$ cat config.mk
export PLATFORM = sky130hd
export DESIGN_NAME = irq_ctrl
export DESIGN_NICKNAME = d
export VERILOG_FILES = /design/src/rtl/irq_ctrl.sv
export SDC_FILE = /design/constraint.sdc
export NUM_CORES = 1
export LEC_CHECK = 0
export CORE_MARGIN = 3
export CORE_UTILIZATION = 39
export DETAILED_ROUTE_END_ITERATION = 10
export HOLD_SLACK_MARGIN = 0.05
export MAX_ROUTING_LAYER = met4
export PLACE_DENSITY = 0.73
export SYNTH_ARGS = -nofsm -noshare
export SYNTH_HDL_FRONTEND = slang
export SYNTH_SLANG_ARGS = --single-unit
$ cat constraint.sdc
create_clock -name clk -period 6.3 [get_ports clk]
set_input_delay 1.26 -clock clk [delete_from_list [all_inputs] [get_ports clk]]
set_output_delay 1.26 -clock clk [all_outputs]
set_load 0.02 [all_outputs]
$ cat src/rtl/irq_ctrl.sv
// Machine-mode interrupt controller: holds MIE/MIP/MTVEC, arbitrates pending enabled
// interrupts by fixed priority and presents one request to the pipeline via req/ack.
module irq_ctrl #(
    parameter int NUM_LOCAL = 16,
    parameter logic [((NUM_LOCAL > 0) ? NUM_LOCAL : 1)-1:0] EDGE_MASK = '0
) (
    input  logic                                      clk,
    input  logic                                      reset,
    input  logic                                      mei_i,
    input  logic                                      msi_i,
    input  logic                                      mti_i,
    input  logic [((NUM_LOCAL > 0) ? NUM_LOCAL : 1)-1:0] local_irq_i,
    input  logic                                      mstatus_mie_i,
    input  logic                                      csr_we_i,
    input  logic [11:0]                               csr_addr_i,
    input  logic [31:0]                               csr_wdata_i,
    output logic [31:0]                               csr_rdata_o,
    output logic                                      irq_req_o,
    output logic [31:0]                               irq_cause_o,
    output logic [31:0]                               irq_target_o,
    input  logic                                      irq_ack_i
);

    localparam logic [11:0] ADDR_MIE   = 12'h304;
    localparam logic [11:0] ADDR_MTVEC = 12'h305;
    localparam logic [11:0] ADDR_MIP   = 12'h344;

    localparam logic [31:0] LOCAL_BITS =
        (NUM_LOCAL == 0) ? 32'h0 : ((32'h0000_FFFF >> (16 - NUM_LOCAL)) << 16);
    localparam logic [31:0] IMPL_BITS  = LOCAL_BITS | 32'h0000_0888;
    localparam logic [31:0] EDGE_BITS  = ({16'h0, 16'(EDGE_MASK)} << 16) & LOCAL_BITS;
    localparam logic [31:0] LEVEL_BITS = IMPL_BITS & ~EDGE_BITS;

    typedef enum logic {IDLE, REQ} state_t;

    state_t      state_q, state_d;
    logic [31:0] in_vec, mip_q, mip_d, mie_q, edge_prev_q;
    logic [31:0] active, edge_set, ack_clr, csr_clr, win_target;
    logic [29:0] mtvec_base_q;
    logic        mtvec_vec_q;
    logic        win_valid, latch, ack_fire;
    logic [4:0]  win_cause;

    always_comb begin
        in_vec     = '0;
        in_vec[3]  = msi_i;
        in_vec[7]  = mti_i;
        in_vec[11] = mei_i;
        for (int k = 0; k < NUM_LOCAL; k++) in_vec[16+k] = local_irq_i[k];
    end

    assign active   = mip_q & mie_q & {32{mstatus_mie_i}};
    assign ack_fire = (state_q == REQ) && irq_ack_i;
    assign edge_set = in_vec & ~edge_prev_q & EDGE_BITS;
    assign ack_clr  = ack_fire ? (32'h1 << irq_cause_o[4:0]) : 32'h0;
    assign csr_clr  = (csr_we_i && csr_addr_i == ADDR_MIP) ? ~csr_wdata_i : 32'h0;
    // A fresh edge overrides any clear arriving in the same cycle.
    assign mip_d    = (in_vec & LEVEL_BITS)
                    | ((edge_set | (mip_q & ~(ack_clr | csr_clr))) & EDGE_BITS);

    // Later assignments override earlier ones, so the lowest-priority source goes first.
    always_comb begin
        win_valid = 1'b0;
        win_cause = '0;
        for (int k = NUM_LOCAL - 1; k >= 0; k--) begin
            if (active[16+k]) begin
                win_valid = 1'b1;
                win_cause = 5'(16 + k);
            end
        end
        if (active[7])  begin win_valid = 1'b1; win_cause = 5'd7;  end
        if (active[3])  begin win_valid = 1'b1; win_cause = 5'd3;  end
        if (active[11]) begin win_valid = 1'b1; win_cause = 5'd11; end
        win_target = {mtvec_base_q, 2'b00}
                   + (mtvec_vec_q ? {25'd0, win_cause, 2'b00} : 32'd0);
    end

    // NOTE: every variable driven here gets a default first so no latch is inferred.
    always_comb begin
        state_d = state_q;
        latch   = 1'b0;
        case (state_q)
            IDLE: begin
                if (win_valid) begin
                    state_d = REQ;
                    latch   = 1'b1;
                end
            end
            REQ: begin
                if (irq_ack_i || !active[irq_cause_o[4:0]]) state_d = IDLE;
            end
            default: state_d = IDLE;
        endcase
    end

    // NOTE: sequential state uses non-blocking assignments so all flops update together.
    always_ff @(posedge clk) begin
        if (reset) begin
            state_q      <= IDLE;
            irq_cause_o  <= '0;
            irq_target_o <= '0;
        end else begin
            state_q <= state_d;
            if (latch) begin
                irq_cause_o  <= {1'b1, 25'd0, 1'b0, win_cause};
                irq_target_o <= win_target;
            end
        end
    end

    assign irq_req_o = (state_q == REQ);

    always_ff @(posedge clk) begin
        if (reset) begin
            mip_q        <= '0;
            edge_prev_q  <= '0;
            mie_q        <= '0;
            mtvec_base_q <= '0;
            mtvec_vec_q  <= 1'b0;
        end else begin
            mip_q       <= mip_d;
            edge_prev_q <= in_vec & EDGE_BITS;
            if (csr_we_i) begin
                case (csr_addr_i)
                    ADDR_MIE: mie_q <= csr_wdata_i & IMPL_BITS;
                    ADDR_MTVEC: begin
                        mtvec_base_q <= csr_wdata_i[31:2];
                        // Reserved modes 2/3 keep the current mode.
                        if (!csr_wdata_i[1]) mtvec_vec_q <= csr_wdata_i[0];
                    end
                    default: ;
                endcase
            end
        end
    end

    always_comb begin
        case (csr_addr_i)
            ADDR_MIE:   csr_rdata_o = mie_q;
            ADDR_MIP:   csr_rdata_o = mip_q;
            ADDR_MTVEC: csr_rdata_o = {mtvec_base_q, 1'b0, mtvec_vec_q};
            default:    csr_rdata_o = 32'h0;
        endcase
    end

endmodule
Word level (Yosys, flattened, before mapping)
Cells that the tools add are included.
{"block": "totals", "reg_bits": 121, "output_inout_bits": 97}
{"block": "classes", "order_cmp": 1, "mux": 46, "bitwise": 4, "addsub": 1, "n_eq_ne": 3, "n_reduce_logical": 5}
{"op": "32-bit one-hot mux with 3 select lines", "n": 1}
{"op": "5-bit two-way mux", "n": 19}
{"op": "32-bit bitwise AND", "n": 2}
{"op": "12-bit by 10-bit equality test with 1-bit output (second input constant)", "n": 3}
{"op": "32-bit by 7-bit adder with 32-bit output", "n": 1}
{"op": "1-bit two-way mux", "n": 23}
{"op": "7-bit two-way mux", "n": 1}
{"op": "5-bit by 6-bit less-than comparator with 1-bit output (second input constant)", "n": 1}
{"op": "1-bit binary-select mux with 5-bit select", "n": 1}
{"op": "2-bit AND reduction", "n": 2}
{"op": "3-bit AND reduction", "n": 1}
{"op": "1-bit inverter", "n": 2}
{"op": "1-bit one-hot mux with 2 select lines", "n": 1}
{"op": "1-bit logical NOT", "n": 1}
{"op": "1-bit logical OR", "n": 1}

Logic depth before layout (Yosys ltp)
{"block": "logic_depth", "depth_word": 23, "depth_mapped": 14}

Least setup slack after synthesis
No wires, ideal clock.
{"block": "synth_path", "path_kind": "input-to-output", "start": "in csr_addr_i[3]", "end": "out csr_rdata_o[11]", "cell_stages": 5, "slack_ps": 2332, "arrival_time_ps": 2708, "required_ps": 5040, "cell_sequence": "nor4b_1 -> nand4_1 -> or2_2 -> clkbuf_1 -> o21ai_0"}
{"block": "synth_via", "elab_chain_len": 2, "elab_cells_between_ends": 4, "classes_between": "eq/ne (3); mux (1)"}
{"item": "start: declaration", "line_no": "15", "source": "input logic [11:0] csr_addr_i,"}
{"item": "12-bit by 10-bit equality test with 1-bit output (on tied branches)"}
{"item": "32-bit one-hot mux with 3 select lines *", "line_no": "138", "source": "case (csr_addr_i)"}
{"item": "end: declaration", "line_no": "17", "source": "output logic [31:0] csr_rdata_o,"}
Every way passes the cells marked *; elsewhere a longest branch is shown, timed or not.

Worst setup path after layout
{"block": "layout_path", "start": "in csr_addr_i[3]", "end": "out csr_rdata_o[27]"}
The elaborated chain is that of the path after synthesis.

==> run_results.csv <==
group,metric,value,unit
status,status,"finished, final reports clean",
layout,nNetsFinal,845,
logic_synthesis,seq_area_frac_synth,37.6,%
placed_design,gp_congestion,0.919,
setup_path,crit_family,"buffers and inverters",
logic_synthesis,synth_edf_count,0,
pwr,clkPwrFrac,41.7,%
logic_synthesis,synth_compound_area_share,15.0,%
logic_synthesis,synth_top_family_by_area,"simple AND/OR/NAND/NOR gates",
cts,htreeDepth,3,
logic_synthesis,synth_area,5650,µm²
logic_synthesis,ys_async_sr_fraction,0,%
hold_path,worstHoldPathType,"flip-flop to flip-flop",
logic_synthesis,synthMuxAreaShare,10.3,%
floorplanning,num_rows,43,
routing,dr_total_vias,4988,
setup_path,cp_slowest_stage_delay,0.65,ns
floorplanning,io_pins,165,
logic_synthesis,synth_warnings,0,
setup_path,path_common_cell,"clkdlybuf4s50_1",
timing,whs,0.458,ns
logic_synthesis,synth.largest_area_cell,"dfxtp_1",
cts,path_clk_slew,0.06,ns
routing,drc_errors,0,
pwr,powerDensity,182,nW/µm²
logic_synthesis,syn_inst,661,
setup_path,worstSetupPathType,"primary input to output port",
pwr,p_int,1.00,mW
layout,final_common_cell,"clkdlybuf4s50_1",
floorplanning,initial_utilization,40.2,%
timing,max_slew_margin,26.3,%
pwr,power_frac_seq,51.7,%
timing,drv_slew,0,
logic_synthesis,synthAdderAreaFrac,1.46,%
cts,clockRootBuffer,"clkbuf_16",
global_route,grt_max_degree,57,
layout,num_antenna_cells,0,
setup_path,worst-endpoint-required,5.04,ns
routing,first_pass_iters,5,
global_route,overflow,0,
setup_path,worstPathMaxFanout,20,
routing,drtAntennaViolNets,0,
timing,fin_skew,0.0117,ns
timing,tightest_slew,1.10,ns
placed_design,portBuffers,135,
setup_path,cp_slowest_cell,"clkdlybuf4s50_1",
global_route,grt_pass1_wl,25000,µm
logic_synthesis,netlist.area_leader.share,37.6,%
cts,tritoncts,"yes",
cts,clock_sinks,106,
global_route,antenna_found_initial,0,
timing,hold_viol_final,0,
pwr,p_comb_share,6.6,%
logic_synthesis,synth_seq_cells,106,
pwr,power_switching,0.321,mW
setup_path,endpoint_kind,"output port",
logic_synthesis,synth.area.top_cells,"dfxtp_1 (38%), mux2i_1 (8.9%), nand2_1 (6.4%)",
layout,fillers,1308,
setup_path,start_kind,"primary input",
setup_path,path_cells,"clkdlybuf4s50_1 -> nor4b_1 -> nand4_1 -> or2_2 -> o21ai_0 -> clkdlybuf4s50_1",
timing,rsz0062_at_grt,"no",
layout,drive_above_1_share,6.83,%
floorplanning,die-area,16000,µm²
timing,final.min_clock_period,4.87,ns
logic_synthesis,synth_xor_area_share,4.19,%
floorplanning,die-height,126,µm
cts,cts_resized,0,
timing,fmax,205,MHz
cts,numCtsBuffers,9,
cts,clk_path_buf_depth,2,
pwr,switching_share,24.2,%
timing,finalSetupViolCount,0,
global_route,grt_pass1_vias,4587,
logic_synthesis,ys.flop_type,"dfxtp_1",
cts,worstSkewPairLatency,0.36,ns
routing,routed_wl,15900,µm
flow_run,max_cap_viol_count,0,
routing,via_per_inst,5.22,
layout,final_cell_mix,"clkdlybuf4s50_1 (134), dfxtp_1 (106), nand2_1 (96), nor2_1 (71), mux2i_1 (50)",
setup_path,crit_buf_inv,2,
cts,holdBufCountCts,0,
timing,setup_tns,0,ns
global_route,grt_usage,20.1,%
floorplanning,fp.dieW,126,µm
logic_synthesis,syn_area_per_cell,8.54,µm²
placed_design,hpwl,11700,µm
cts,postCtsSetupRepairBufs,0,
pwr,vdd_drop_max,0.000126,V
layout,area_delta_synth_final,28.7,%
timing,period_share,77.3,%
floorplanning,fp.coreArea,14000,µm²
pwr,p_leak,2.70,nW
logic_synthesis,synthSimpleGateAreaFrac,24.1,%
logic_synthesis,synthDistinctLibCells,60,
setup_path,cp.arrival,3.61,ns
setup_path,reg2reg_setup_slack,2.65,ns
routing,drt-initial-drc-count,441,
routing,routedWlPerCell,16.6,µm
==> layout make-up <==
| class | instances | area (µm²) | share of cell area, % |
|---|---|---|---|
| clock buffers | 10 | 239 | 3.29 |
| inverters | 4 | 15.0 | 0.207 |
| flip-flops and latches | 106 | 2120 | 29.2 |
| multi-input cells | 510 | 3230 | 44.4 |
| clock inverters | 6 | 48.8 | 0.672 |
| repair buffers | 140 | 1390 | 19.1 |
| well taps | 180 | 225 | 3.10 |
==> worst paths after layout <==
| check | startpoint | endpoint | cells after the start |
|---|---|---|---|
| worst max-delay path | csr_addr_i[3] | csr_rdata_o[27] | 6 |
| worst min-delay path | irq_target_o[7] | irq_target_o[7] | 2 |
| worst max register to register | mie_q[30] | irq_target_o[26] | 13 |
| worst min register to register | irq_target_o[7] | irq_target_o[7] | 2 |
==> power by group through the flow <==
stage	Combinational, mW	Sequential, mW	Clock, mW
after floorplan	0.0519	0.696	0
after global placement	0.0860	0.699	0
after detailed placement	0.0866	0.699	0
after CTS	0.0870	0.683	0.561
after global routing	0.0932	0.684	0.584
final	0.0874	0.684	0.553
==> worst register-to-register path, cell delays in order (launching register included) <==
cell and delay, ns:
dfxtp_1 0.44, nand2_1 0.08, nand3_1 0.09, a31o_2 0.16
a41oi_1 0.12, o21ai_0 0.35, a21boi_0 0.16, ha_1 0.24
fa_1 0.44, a211o_1 0.35, a21oi_1 0.57, nor4_1 0.17
xnor2_1 0.18, a211oi_2 0.21
==> stage by stage <==
stage               total power, mW  cells  setup WS, ns  utilization [%]  instance area (µm²)
floorplan                     0.748    689          2.33                -                 5750
global placement              0.785    940          1.26             49.7                 6980
detailed placement            0.786    940          1.17             49.7                 6980
CTS                            1.33    956          1.40             51.7                 7270
global route                   1.36    956          1.09             51.7                 7270
finish                         1.32    956          1.43             51.7                 7270
==> synthesized netlist by cell type, drive strengths merged (3+ instances only) <==
cell type and count:
dfxtp 106, nand2 97, nor2 73, mux2i 50
buf 45, a21oi 36, a211oi 28, o21ai 27
clkbuf 24, xnor2 21, nor2b 19, nand3 18
and3 17, nand4 12, nor3 10, a22oi 8
nor4 7, nor4b 6, xor2 6, ha 5
nor3b 5, a21boi 4, a21o 4, a22o 3
a41oi 3, inv 3, mux4 3
==> sequential cells by signal (all words and copies together), names as in the netlist <==
register and count:
irq_cause_o 6, mie_q 19, irq_target_o 30, mtvec_vec_q 1, mtvec_base_q 30, mip_q 19, irq_req_o 1
==> cells by family (layout without fill, tap and decap cells) <==
logic type	Yosys count	in the layout
other cells	1	29
buf+inv	73	160
fa+ha+maj	6	6
mux	54	54
simple gates	269	269
compound gates	125	125
flops	106	106
xor+xnor	27	27
==> per-layer routing <==
metal | global-route usage [%] | up-vias | routed length (µm) | part of all wire, %
met1 | 28.3 | 2310 | 7550 | 48
met2 | 29.9 | 178 | 7210 | 45
met3 | 3.33 | 20 | 854 | 5.4
li1 | - | 2480 | - | -
met4 | 5.99 | 0 | 259 | 1.6
met5 | - | - | 0 | 0
No activity file was read; power rests on OpenSTA's default activity.
